===== config.mk =====
export PLATFORM = sky130hd
export DESIGN_NAME = bist_vec_reader
export DESIGN_NICKNAME = d
export VERILOG_FILES = /design/src/rtl/bist_vec_reader.sv
export SDC_FILE = /design/constraint.sdc
export NUM_CORES = 1
export LEC_CHECK = 0
export ABC_CLOCK_PERIOD_IN_PS = 2300
export BUFFER_PORTS_ARGS = -buffer_cell sky130_fd_sc_hd__buf_2
export CAP_MARGIN = 40
export CORE_ASPECT_RATIO = 1.1
export CORE_MARGIN = 1.5
export CORE_UTILIZATION = 30
export CTS_BUF_LIST = sky130_fd_sc_hd__clkbuf_4
export CTS_CLUSTER_DIAMETER = 100
export DETAILED_ROUTE_END_ITERATION = 10
export SLEW_MARGIN = 15
export SYNTH_ARGS = -nofsm -noshare
export SYNTH_HDL_FRONTEND = slang
export SYNTH_SLANG_ARGS = --single-unit

===== constraint.sdc =====
create_clock -name clk -period 2.3 [get_ports clk]
set_input_delay 0.345 -clock clk [delete_from_list [all_inputs] [get_ports clk]]
set_output_delay 0.345 -clock clk [all_outputs]
set_load 0.01 [all_outputs]

===== src/rtl/bist_vec_reader.sv =====
// bist_vec_reader: walks the BIST vector memory from address 0 and hands each word to the test
// driver as a (cmd, data) vector over a valid/ready handshake. This block only reads the memory.
// The walk stops on an end marker (0x0000), on an illegal opcode, on abort, or after the last
// address.
//
// Ports:
//   clk, res_n          rising-edge clock, asynchronous active-low reset
//   start, abort        walk control pulses; abort wins over everything else
//   mem_adr, mem_dout   combinational memory read port
//   vec_valid/ready     vector handshake; vec_cmd, vec_data, vec_sep carry the vector
//   busy, done, err     status levels
//   vec_cnt, grp_cnt    vectors and separators accepted since the last start
module bist_vec_reader #(
  parameter int unsigned N = 8,
  parameter int unsigned M = 16
) (
  input  logic         clk,
  input  logic         res_n,
  input  logic         start,
  input  logic         abort,
  output logic [N-1:0] mem_adr,
  input  logic [M-1:0] mem_dout,
  output logic         vec_valid,
  input  logic         vec_ready,
  output logic [7:0]   vec_cmd,
  output logic [7:0]   vec_data,
  output logic         vec_sep,
  output logic         busy,
  output logic         done,
  output logic         err,
  output logic [N:0]   vec_cnt,
  output logic [N-1:0] grp_cnt
);

  typedef enum logic [2:0] {StIdle, StFetch, StPresent, StDone, StErr} state_e;

  state_e       state_q, state_d;
  logic [N-1:0] adr_q, adr_d;
  logic         valid_q, valid_d;
  logic [7:0]   cmd_q, cmd_d;
  logic [7:0]   data_q, data_d;
  logic         sep_q, sep_d;
  logic [N:0]   vcnt_q, vcnt_d;
  logic [N-1:0] gcnt_q, gcnt_d;

  logic [7:0] word_cmd;
  logic       word_is_vec;

  assign word_cmd    = mem_dout[M-1:M-8];
  // Legal vectors: opcodes 0x10..0x1F with any operand, or the exact separator word 0x2000.
  assign word_is_vec = (word_cmd[7:4] == 4'h1) || (mem_dout == M'(16'h2000));

  always_comb begin
    state_d = state_q;
    adr_d   = adr_q;
    valid_d = valid_q;
    cmd_d   = cmd_q;
    data_d  = data_q;
    sep_d   = sep_q;
    vcnt_d  = vcnt_q;
    gcnt_d  = gcnt_q;
    if (abort) begin
      // Counters keep their values so software can see how far the walk got.
      state_d = StIdle;
      valid_d = 1'b0;
      adr_d   = '0;
    end else begin
      unique case (state_q)
        StIdle, StDone, StErr: begin
          if (start) begin
            adr_d   = '0;
            vcnt_d  = '0;
            gcnt_d  = '0;
            state_d = StFetch;
          end
        end
        StFetch: begin
          if (mem_dout == '0) begin
            state_d = StDone;
          end else if (word_is_vec) begin
            cmd_d   = word_cmd;
            data_d  = mem_dout[7:0];
            sep_d   = (word_cmd == 8'h20);
            valid_d = 1'b1;
            state_d = StPresent;
          end else begin
            // adr_q is left pointing at the offending word.
            state_d = StErr;
          end
        end
        StPresent: begin
          if (vec_ready) begin
            valid_d = 1'b0;
            vcnt_d  = vcnt_q + 1'b1;
            if (sep_q && (gcnt_q != '1)) begin
              gcnt_d = gcnt_q + 1'b1;
            end
            if (adr_q == '1) begin
              state_d = StDone;
            end else begin
              adr_d   = adr_q + 1'b1;
              state_d = StFetch;
            end
          end
        end
        default: state_d = StIdle;
      endcase
    end
  end

  always_ff @(posedge clk or negedge res_n) begin
    if (!res_n) begin
      state_q <= StIdle;
      adr_q   <= '0;
      valid_q <= 1'b0;
      cmd_q   <= '0;
      data_q  <= '0;
      sep_q   <= 1'b0;
      vcnt_q  <= '0;
      gcnt_q  <= '0;
    end else begin
      state_q <= state_d;
      adr_q   <= adr_d;
      valid_q <= valid_d;
      cmd_q   <= cmd_d;
      data_q  <= data_d;
      sep_q   <= sep_d;
      vcnt_q  <= vcnt_d;
      gcnt_q  <= gcnt_d;
    end
  end

  assign mem_adr   = adr_q;
  assign vec_valid = valid_q;
  assign vec_cmd   = cmd_q;
  assign vec_data  = data_q;
  assign vec_sep   = sep_q;
  assign vec_cnt   = vcnt_q;
  assign grp_cnt   = gcnt_q;
  assign busy      = (state_q == StFetch) || (state_q == StPresent);
  assign done      = (state_q == StDone);
  assign err       = (state_q == StErr);

endmodule


# Word level (Yosys, flattened, before mapping)
# Index checks and enable logic that the tools add are counted.
# classes
n_div	0
n_addsub	3
multipliers	0
order_cmp	0
bitwise	2
n_reduce_logical	15
n_mux	23
eq_ne	17
n_shift	0
# ops
op	n
$mux 8	6
$pmux 8 s2	2
$mux 9	2
$pmux 9 s2	1
$add 8x1->8 const B	2
$eq 16x14->1 const B	1
$logic_not 16->1	1
$reduce_and 4->1	4
$mux 3	5
$ne 3x3->1 const B	5
$add 9x1->9 const B	1
$pmux 3 s3	1
$eq 8x6->1 const B	1
$eq 8x8->1 const B	1
$ne 8x8->1 const B	1
$eq 3x2->1 const B	2
$ne 2x2->1 const B	3
$reduce_bool 3->1	2
$reduce_and 5->1	1
$eq 4x1->1 const B	1
$mux 1	4
$eq 3x1->1 const B	1
$eq 3x3->1 const B	1
$logic_not 3->1	1
8 further kinds	10
# totals
ramBits	0
register_bits	46
latchBits	0
n_memories	0
romBits	0
out_inout_bits	46

# Longest topological paths before layout
# logic_depth
ltp_word	6
mapped_depth	6
ltp_nobuf	5

# Worst setup path before layout
# Ideal clock, no wire load.
# synth_path
path_kind	register -> register
from	register state_q[2]
to	register cmd_q[0] (netlist: vec_cmd[0])
n_path_buf	2
required_time_ps	2175
path_slack_ps	481
stages_incl_launch_ff	7
arrival_ps	1694
path_cell_list	dfrtp_1 buf_2 nor4b_2 nand2_1 a21oi_2 buf_4 mux2_2
# synth_via
elab_chain_len	2
# synth_lines
element	line_no	source
from (decl)	37	state_e state_q, state_d;
from (signal assigned)	113	state_q <= StIdle;
from (signal assigned)	122	state_q <= state_d;
$eq 3x1->1	68	unique case (state_q)
$reduce_and 4->1 (no line)	-	
to (signal assigned)	125	cmd_q <= cmd_d;
to (decl)	40	logic [7:0] cmd_q, cmd_d;
# No other way between the ends.
# A chain may end at the register's enable or synchronous reset.

# Worst setup path in the final report
# layout_path
from	register state_q[0]
to	register cmd_q[0] (netlist: vec_cmd[0])
# Same word-level chain as after synthesis.

==> impl_metrics.xml <==
<?xml version="1.0" encoding="UTF-8"?>
<metrics>
  <group name="cts">
    <metric name="cts_buf_count" unit="">5</metric>
    <metric name="cts_tree" unit="">done</metric>
    <metric name="post_cts_hold_buffer_count" unit="">1</metric>
    <metric name="post_cts_repair_setup_buffers" unit="">0</metric>
    <metric name="cts_htree_levels" unit="">2</metric>
    <metric name="clockBufferDepth" unit="">2</metric>
    <metric name="postCtsResizedCells" unit="">0</metric>
    <metric name="cts.clk_slew.worst_paths" unit="ns">0.14</metric>
    <metric name="tritoncts_num_sinks" unit="">46</metric>
    <metric name="cts.root.buffer_cell" unit="">sky130_fd_sc_hd__clkbuf_4</metric>
    <metric name="worstSkewPairLatency" unit="ns">0.37</metric>
  </group>
  <group name="setup_path">
    <metric name="critical_path.startpoint_type" unit="">flip-flop</metric>
    <metric name="timing.critical_path.max_delay_family" unit="">flip-flops</metric>
    <metric name="criticalPathCategory" unit="">flip-flop to flip-flop</metric>
    <metric name="worstSetupEndpointType" unit="">flip-flop</metric>
    <metric name="worst_ep_arrival_time" unit="ns">2.28</metric>
    <metric name="cp_slowest_cell" unit="">sky130_fd_sc_hd__dfrtp_1</metric>
    <metric name="series_of_cell_instances_along_the_critical_path" unit="">nor4b_2, nand2_1, a21oi_2, buf_4, mux2_2</metric>
    <metric name="critical-path-max-stage-delay" unit="ns">0.71</metric>
    <metric name="worstPathRequired" unit="ns">2.55</metric>
    <metric name="critical_path_maximum_fanout" unit="">15</metric>
    <metric name="cp_num_buf_inv" unit="">1</metric>
  </group>
  <group name="synth">
    <metric name="syn-mean-instance-area" unit="µm²">9.81</metric>
    <metric name="synth_seq_area_share" unit="%">45.3</metric>
    <metric name="number_of_synthesized_flops_with_an_enable_pin" unit="">0</metric>
    <metric name="synth_seq_cells" unit="">46</metric>
    <metric name="netlist-cell-type-count" unit="">58</metric>
    <metric name="syn_nets" unit="">283</metric>
    <metric name="yosys_warnings" unit="">0</metric>
    <metric name="synth_async_sr_flop_share" unit="%">100</metric>
    <metric name="synthesis.area" unit="µm²">2540</metric>
    <metric name="syn-instance-count" unit="">259</metric>
    <metric name="dominantRegCellSynth" unit="">sky130_fd_sc_hd__dfrtp_1</metric>
  </group>
  <group name="timing">
    <metric name="relSlewSlack" unit="%">61.8</metric>
    <metric name="final.min_clock_period" unit="ns">2.03</metric>
    <metric name="final_max_slew_viols" unit="">0</metric>
    <metric name="worstMarginPinSlew" unit="ns">0.559</metric>
    <metric name="timing.clock.skew" unit="ns">0.0130</metric>
    <metric name="rsz0062_at_grt" unit="">no</metric>
    <metric name="fmaxAchievable" unit="MHz">492</metric>
    <metric name="totalNegativeSetupSlack" unit="ns">0</metric>
    <metric name="period_share" unit="%">88.3</metric>
    <metric name="timing_hold_violations_final" unit="">0</metric>
    <metric name="total_of_endpoints_with_negative_setup_slack_in_the_final_report" unit="">0</metric>
  </group>
  <group name="detailed_routing">
    <metric name="drc" unit="">0</metric>
    <metric name="drtAntennaViolNets" unit="">0</metric>
    <metric name="detail_route.first_pass.iterations" unit="">4</metric>
    <metric name="vias_per_cell" unit="">5.30</metric>
    <metric name="drt-wirelength-per-cell" unit="µm">14.5</metric>
    <metric name="dr_total_vias" unit="">2354</metric>
    <metric name="drt-total-wl" unit="µm">6460</metric>
    <metric name="drt-initial-drc-count" unit="">77</metric>
  </group>
  <group name="power">
    <metric name="leakagePower" unit="nW">1.45</metric>
    <metric name="worst_ir_drop_vdd" unit="mV">0.249</metric>
    <metric name="powerDensity" unit="nW/µm²">492</metric>
    <metric name="total_power" unit="W">0.00155</metric>
  </group>
  <group name="cells_and_area">
    <metric name="finish.cell_count_without_fillers" unit="">444</metric>
    <metric name="area_growth_syn_to_layout" unit="%">23.8</metric>
    <metric name="insertedDiodeCount" unit="">0</metric>
    <metric name="layout-drive-gt1-share" unit="%">31.2</metric>
    <metric name="num-fill-cells" unit="">860</metric>
    <metric name="final_core_occ" unit="%">38.0</metric>
    <metric name="fin_nets" unit="">356</metric>
  </group>
  <group name="status">
    <metric name="result_of_the_run" unit="">completed</metric>
  </group>
  <group name="global_routing">
    <metric name="grt_max_degree" unit="">28</metric>
    <metric name="grt_antenna_before_repair" unit="">0</metric>
    <metric name="global_route.overflow_total" unit="">0</metric>
    <metric name="first_global_vias" unit="">2212</metric>
    <metric name="groute.usage.overall" unit="%">14.7</metric>
    <metric name="grt_pass1_wl" unit="µm">10800</metric>
  </group>
  <group name="die">
    <metric name="fp.coreArea" unit="µm²">8280</metric>
    <metric name="io_pins" unit="">67</metric>
    <metric name="floorplan.die_area" unit="µm²">9030</metric>
    <metric name="fp.dieH" unit="µm">99.5</metric>
    <metric name="floorplan.initialDensity" unit="%">30.7</metric>
    <metric name="fp-row-count" unit="">35</metric>
    <metric name="die_w" unit="µm">90.7</metric>
  </group>
  <group name="placed_design">
    <metric name="io_buffers" unit="">66</metric>
    <metric name="gpl.final_weighted_congestion" unit="">0.788</metric>
    <metric name="dp_cells" unit="">435</metric>
    <metric name="dp_hpwl" unit="µm">4770</metric>
  </group>
  <group name="flow_run">
    <metric name="cap_viol_max_count" unit="">0</metric>
  </group>
  <group name="worst_hold_path">
    <metric name="worstHoldPathType" unit="">input port to flip-flop</metric>
  </group>
</metrics>
## final cells by class
cell class / count / area [µm²] / share of cell area (%)
multi-input combinational: 196 / 1310 / 41.7
timing repair buffer: 76 / 433 / 13.8
clock buffer: 6 / 45.0 / 1.43
tap: 111 / 139 / 4.42
inverter: 7 / 26.3 / 0.836
clock inverter: 2 / 37.5 / 1.19
sequential: 46 / 1150 / 36.6
## cell usage in the layout, fill, tap and decap left out, types with 7 or more instances in the layout
cell	n
sky130_fd_sc_hd__nand3_1	15
sky130_fd_sc_hd__buf_2	66
sky130_fd_sc_hd__nand4_1	7
sky130_fd_sc_hd__mux2_2	11
sky130_fd_sc_hd__buf_4	7
sky130_fd_sc_hd__nor2_1	15
sky130_fd_sc_hd__a21oi_1	13
sky130_fd_sc_hd__nand2_1	21
sky130_fd_sc_hd__o21ai_0	22
sky130_fd_sc_hd__dfrtp_1	46
sky130_fd_sc_hd__inv_1	7
## worst paths after layout
path	start	endpoint	slack, ns	cells after the start
max	state_q[0]	vec_cmd[0]	0.27	5
min	mem_dout[3]	vec_data[3]	0.23	2
max reg2reg	state_q[0]	vec_cmd[0]	0.27	5
min reg2reg	vec_cnt[6]	vec_cnt[6]	0.51	1
max in group asynchronous	res_n	vec_data[0]	1.30	3
min in group asynchronous	res_n	mem_adr[0]	0.47	2
## synthesized netlist by cell type (5+ instances only)
| library cell | n | area, µm² |
|---|---|---|
| sky130_fd_sc_hd__nand3_1 | 15 | 75.1 |
| sky130_fd_sc_hd__and3_1 | 5 | 31.3 |
| sky130_fd_sc_hd__inv_1 | 7 | 26.3 |
| sky130_fd_sc_hd__dfrtp_1 | 46 | 1150 |
| sky130_fd_sc_hd__or4_1 | 6 | 45.0 |
| sky130_fd_sc_hd__nand4_1 | 7 | 43.8 |
| sky130_fd_sc_hd__nand2_1 | 21 | 78.8 |
| sky130_fd_sc_hd__mux2_2 | 11 | 124 |
| sky130_fd_sc_hd__o31ai_1 | 5 | 37.5 |
| sky130_fd_sc_hd__nor2b_1 | 5 | 31.3 |
| sky130_fd_sc_hd__o21ai_0 | 22 | 110 |
| sky130_fd_sc_hd__nor2_1 | 15 | 56.3 |
| sky130_fd_sc_hd__nand2b_1 | 5 | 31.3 |
| sky130_fd_sc_hd__a21oi_1 | 13 | 65.1 |
## registers in the layout (all words and copies together), names as in the netlist
signal and cells:
vec_sep 1, mem_adr 8, vec_cmd 8, vec_data 8
state_q 3, grp_cnt 8, vec_cnt 9, vec_valid 1
## power breakdown
part	leakage, nW	total (W)	switching (W)	internal (W)
combinational	0.777	0.000180	0.000100	0.0000795
sequential	0.630	0.000856	0.0000204	0.000835
clock	0.0419	0.000513	0.000271	0.000241
## routing by layer
layer,GRT usage [%],part of all wire [%],wire length (µm),vias up
li1,-,-,-,1139
met1,19.5,47,3030,1139
met2,24.4,47,3020,67
met3,3.29,5.3,343,9
met4,3.42,0.91,59,0
met5,0,0,0,-
## cell families after synthesis
group / count (synthesis) / synth area share (%)
compound gates: 73 / 19.2
xor+xnor: 1 / 0.345
fa+ha+maj: 3 / 1.48
buf+inv: 17 / 3.00
flops: 46 / 45.3
mux: 14 / 6.26
simple gates: 105 / 24.4
## through the flow
step,hold slack (ns),setup slack (ns),area (µm²)
after CTS,0.214,0.256,3140
after global placement,0.365,0.325,3050
after detailed placement,0.365,0.303,3050
after floorplan,0.0494,0.481,2540
final,0.232,0.269,3140
after global routing,0.208,0.0845,3140
## worst register-to-register path: cells and delay by family (launching register included)
| kind | cells | cell delay [ns] |
|---|---|---|
| AOI/OAI and AO/OA | 1 | 0.16 |
| DFF | 1 | 0.71 |
| muxes | 1 | 0.34 |
| buffers and inverters | 1 | 0.19 |
| and+or+nand+nor | 2 | 0.53 |
(Power assumes the default switching activity.)
